## src/rtl/stack_unit.sv

```systemverilog
// stack_unit: parametrised push/pop stack with flags, flush and busy handshake.
// Define STACK_PEEK_EN to add the combinational top_out peek port.
module stack_unit #(
    parameter int DATA_W = 16,
    parameter int DEPTH  = 16,
    localparam int SP_W  = $clog2(DEPTH) + 1
) (
    input  logic              clk,
    input  logic              rst_b,
    input  logic              clear,
    input  logic              push_req,
    input  logic [DATA_W-1:0] push_data,
    input  logic              pop_req,
    output logic [DATA_W-1:0] pop_out,
    output logic              push_done,
    output logic              pop_done,
    output logic              busy,
    output logic [SP_W-1:0]   sp_out,
    output logic              empty,
    output logic              full,
    output logic              overflow,
    output logic              underflow
`ifdef STACK_PEEK_EN
    ,output logic [DATA_W-1:0] top_out
`endif
);
    localparam int AW = $clog2(DEPTH);

    typedef enum logic [1:0] {IDLE, PUSH, POP, DONE} state_t;

    state_t            state, state_nxt;
    logic [SP_W-1:0]   sp;
    logic [DATA_W-1:0] data_q;
    logic [DATA_W-1:0] mem [DEPTH];
    logic [AW-1:0]     wr_idx, rd_idx;

    assign wr_idx = sp[AW-1:0];
    assign rd_idx = AW'(sp - SP_W'(1));
    assign sp_out = sp;
    assign empty  = sp == '0;
    assign full   = sp == SP_W'(DEPTH);
    assign busy   = state != IDLE;

`ifdef STACK_PEEK_EN
    assign top_out = empty ? '0 : mem[rd_idx];
`endif

    always_comb begin
        state_nxt = clear ? IDLE :
                    state == IDLE ? (push_req ? PUSH : pop_req ? POP : IDLE) :
                    state == DONE ? IDLE : DONE;
    end

    always_ff @(posedge clk or negedge rst_b) begin
        if (!rst_b)
            state <= IDLE;
        else
            state <= state_nxt;
    end

    // RAM is not reset; a write only lands when the push really completes
    always_ff @(posedge clk) begin
        if (rst_b && !clear && state == PUSH && !full)
            mem[wr_idx] <= data_q;
    end

    always_ff @(posedge clk or negedge rst_b) begin
        if (!rst_b) begin
            sp        <= '0;
            data_q    <= '0;
            pop_out   <= '0;
            push_done <= 1'b0;
            pop_done  <= 1'b0;
            overflow  <= 1'b0;
            underflow <= 1'b0;
        end else if (clear) begin
            sp        <= '0;
            push_done <= 1'b0;
            pop_done  <= 1'b0;
            overflow  <= 1'b0;
            underflow <= 1'b0;
        end else begin
            push_done <= 1'b0;
            pop_done  <= 1'b0;
            if (state == IDLE && push_req)
                data_q <= push_data;
            if (state == PUSH) begin
                push_done <= 1'b1;
                if (full)
                    overflow <= 1'b1;
                else
                    sp <= sp + SP_W'(1);
            end
            if (state == POP) begin
                pop_done <= 1'b1;
                if (empty) begin
                    underflow <= 1'b1;
                    pop_out   <= '0;
                end else begin
                    pop_out <= mem[rd_idx];
                    sp      <= sp - SP_W'(1);
                end
            end
        end
    end
endmodule

```

## config.mk

```make
export PLATFORM = sky130hd
export DESIGN_NAME = stack_unit
export DESIGN_NICKNAME = d
export VERILOG_FILES = /design/src/rtl/stack_unit.sv
export SDC_FILE = /design/constraint.sdc
export NUM_CORES = 1
export LEC_CHECK = 0
export ABC_AREA = 0
export BUFFER_PORTS_ARGS = -buffer_cell sky130_fd_sc_hd__buf_2
export CAP_MARGIN = 0
export CORE_UTILIZATION = 25
export CTS_CLUSTER_DIAMETER = 150
export DETAILED_ROUTE_END_ITERATION = 12
export MAX_ROUTING_LAYER = met4
export SETUP_SLACK_MARGIN = 0.05
export SYNTH_ARGS = -nofsm -noshare
export SYNTH_HDL_FRONTEND = slang
export SYNTH_SLANG_ARGS = --single-unit
```

## constraint.sdc

```tcl
create_clock -name clk -period 4.65 [get_ports clk]
set_input_delay 0.93 -clock clk [delete_from_list [all_inputs] [get_ports clk]]
set_output_delay 0.93 -clock clk [all_outputs]
set_load 0.01 [all_outputs]
```

==> flow_metrics.env <==
export IMPL_status="finished clean"
export IMPL_area_growth_pct=15.0
export IMPL_timing_fmax_mhz=295
export IMPL_io_pins=49
export IMPL_synth_flop_cell="edfxtp_1"
export IMPL_die_w_um=221
export IMPL_swShare_pct=31.1
export IMPL_first_global_vias=6088
export IMPL_cts_tree="done"
export IMPL_ctsHoldBuffers=0
export IMPL_cp_top_family="buffers and inverters"
export IMPL_fill_cells=4570
export IMPL_p_comb_share_pct=26.2
export IMPL_first_iter_violations=492
export IMPL_gp_congestion=0.802
export IMPL_synth_edff_count=256
export IMPL_postCtsSetupRepairBufs=0
export IMPL_dieArea_um2=48900
export IMPL_clkLatencyLatePin_ps=570
export IMPL_hp_class="in -> async"
export IMPL_drive_above_1_share_pct=31.1
export IMPL_initial_core_util_pct=25.6
export IMPL_netlist_top_cells_area="edfxtp_1 64%, dfrtp_1 9.0%, mux2_2 6.0%"
export IMPL_netlist_instances=647
export IMPL_final_util_pct=29.4
export IMPL_seq_power_share_pct=45.2
export IMPL_yosysSeqAreaShare_pct=72.9
export IMPL_crit_path_end_kind="primary output"
export IMPL_cp_depth=5
export IMPL_path_buf_inv=3
export IMPL_max_cap_violations=0
export IMPL_synth_avg_cell_area_um2=18.6
export IMPL_crit_type="reg -> out"
export IMPL_grt_ovfl_total=0
export IMPL_yosysTopAreaCell="edfxtp_1"
export IMPL_drt_pass1_iter_count=5
export IMPL_fin_skew_ps=23.4
export IMPL_netlist_area_um2=12000
export IMPL_die_h_um=221
export IMPL_cts_buffers=29
export IMPL_clk_pin_slew_ps=70
export IMPL_crit_arrival_ps=2460
export IMPL_route_vias_total=6131
export IMPL_io_buffers=48
export IMPL_grt_usage_pct=11.2
export IMPL_grt_max_degree=85
export IMPL_p_sw_mw=2.47
export IMPL_grt_pass1_wl_um=40100
export IMPL_cts_htree_levels=1
export IMPL_grt_setup_unrepaired="no"
export IMPL_min_period_ps=3390
export IMPL_coreArea_um2=47000
export IMPL_path_cells="inv_2 -> ha_4 -> or4b_4 -> clkinv_4 -> buf_2"
export IMPL_internal_power_mw=5.46
export IMPL_cts_sinks=299
export IMPL_drcViolationCount=0
export IMPL_slowest_stage="or4b_4"
export IMPL_clkPwrFrac_pct=28.6
export IMPL_crit_required_ps=3720
export IMPL_timing_slew_headroom_pct=18.9
export IMPL_slew_viol_final=0
export IMPL_slowest_delay_ps=500
export IMPL_synth_fp_nets=673
export IMPL_post_synth_num_cell_types=54
export IMPL_power_density_nw_per_um2=574
export IMPL_leakage_nw=4.63
export IMPL_synth_warnings=0
export IMPL_reg2reg_depth=4
export IMPL_nets=731
export IMPL_cts_root_buf="clkbuf_16"
export IMPL_routedWlPerCell_um=20.1
export IMPL_cts_resized=0
export IMPL_synth_seq_cells=299
export IMPL_antenna_found_initial=2
export IMPL_rows=79
export IMPL_hpwlAfterDp_um=16300
export IMPL_async_flop_share_pct=14.4
export IMPL_peakVddDrop_uv=256
export IMPL_yosys_area_top_type_share_pct=64.0
export IMPL_setup_viol=0
export IMPL_final_antenna_net_count=0
export IMPL_period_share_pct=72.9
export IMPL_clockBufferDepth=3
export IMPL_critPathMaxFanout=19
export IMPL_cp_start_kind="flop"
export IMPL_worstMarginPinSlew_ps=1210
export IMPL_hold_viol=0
export IMPL_finalWirelength_um=26900
export IMPL_via_per_inst=4.59
export IMPL_setup_tns_final_ps=0
## synthesized netlist by cell type, types with 2 or more instances
library cell,number
dfrtp_1,43
a21oi_1,8
clkbuf_1,11
a32o_1,16
mux2_1,17
nor2b_1,4
inv_1,4
mux2i_1,16
nor2_1,34
o21ai_0,2
buf_4,7
mux4_2,32
mux2_2,64
nor3_1,4
buf_2,8
ha_1,5
nand3b_1,2
o31ai_1,15
o21ai_1,2
nand2b_1,5
buf_6,10
nand2_1,37
a22oi_1,15
edfxtp_1,256
## through the flow
| step | hold slack [ps] | cell area, µm² | std cells | setup slack (ps) | total power [mW] |
|---|---|---|---|---|---|
| after floorplan | 528 | 12000 | 647 | 1190 | 5.08 |
| after global placement | 474 | 12900 | 1281 | 1310 | 5.72 |
| after detailed placement | 481 | 12900 | 1281 | 1270 | 5.75 |
| after CTS | 493 | 13800 | 1334 | 1200 | 8.01 |
| after global routing | 510 | 13800 | 1335 | 1050 | 8.25 |
| final | 469 | 13800 | 1335 | 1260 | 7.93 |
## placed cells by master, fill, tap and decap left out, drive strengths merged, types with 4 or more instances in the layout
cell type | synthesis | routed
dfrtp | 43 | 43
nor2 | 35 | 35
nor3 | 5 | 5
a22oi | 16 | 16
mux2 | 81 | 81
inv | 5 | 7
a32o | 16 | 16
a21oi | 8 | 8
nand2b | 5 | 5
buf | 25 | 63
o21ai | 5 | 5
clkinv | 1 | 11
edfxtp | 256 | 256
nand2 | 37 | 37
mux4 | 32 | 32
nor2b | 4 | 4
clkbuf | 11 | 39
o31ai | 16 | 16
mux2i | 16 | 16
ha | 5 | 5
## area by class of cell
cell class	instances	area (µm²)	share of cell area, %
clock buffers	39	773	5.59
multi-input cells	306	3020	21.8
diodes	1	2.50	0.0181
inverters	6	27.5	0.199
repair buffers	63	353	2.55
flip-flops and latches	299	8760	63.4
clock inverters	14	125	0.905
well taps	607	759	5.50
## metal layers
| layer | GRT usage [%] | vias to the layer above | routed length [µm] |
|---|---|---|---|
| met5 | - | - | 0 |
| met4 | 2.89 | 0 | 607 |
| met3 | 2.19 | 42 | 1570 |
| met2 | 15.6 | 178 | 11500 |
| met1 | 16.4 | 3227 | 13200 |
| li1 | - | 2684 | - |
## power by group through the flow
stage	clock, mW	sequential (mW)	combinational, mW
floorplan	0	3.46	1.61
detailed placement	0	3.64	2.10
finish	2.27	3.58	2.08
global placement	0	3.62	2.09
CTS	2.31	3.59	2.11
global route	2.41	3.61	2.23
## kinds of logic (layout without fill, tap and decap cells)
group,count (synthesis),count (layout),share of synthesized area (%)
compound gates,68,68,4.53
xor+xnor,4,4,0.510
fa+ha+maj,5,5,0.521
buf+inv,42,122,2.28
flops,299,299,72.9
mux,129,129,14.9
other cells,0,1,0
simple gates,100,100,4.29
## flip-flops by register name, summed over array words and instances (netlist names)
signal and cells:
pop_out 16, pop_done 1, data_q 16, state 2, push_done 1, mem 256
overflow 1, sp_out 5, underflow 1
## final timing paths
kind	startpoint	end	slack, ps
setup / recovery	sp_out[0]$_DFF_PN0_	empty	1260
hold / removal	rst_b	push_done$_DFF_PN0_	470
setup reg to reg	sp_out[2]$_DFF_PN0_	mem[7][3]$_DFFE_PP_	1280
hold reg to reg	overflow$_DFFE_PN0P_	overflow$_DFFE_PN0P_	490
max in group asynchronous	rst_b	data_q[3]$_DFFE_PN0P_	3670
min in group clk	overflow$_DFFE_PN0P_	overflow$_DFFE_PN0P_	490
No activity file was read; power rests on OpenSTA's default activity.
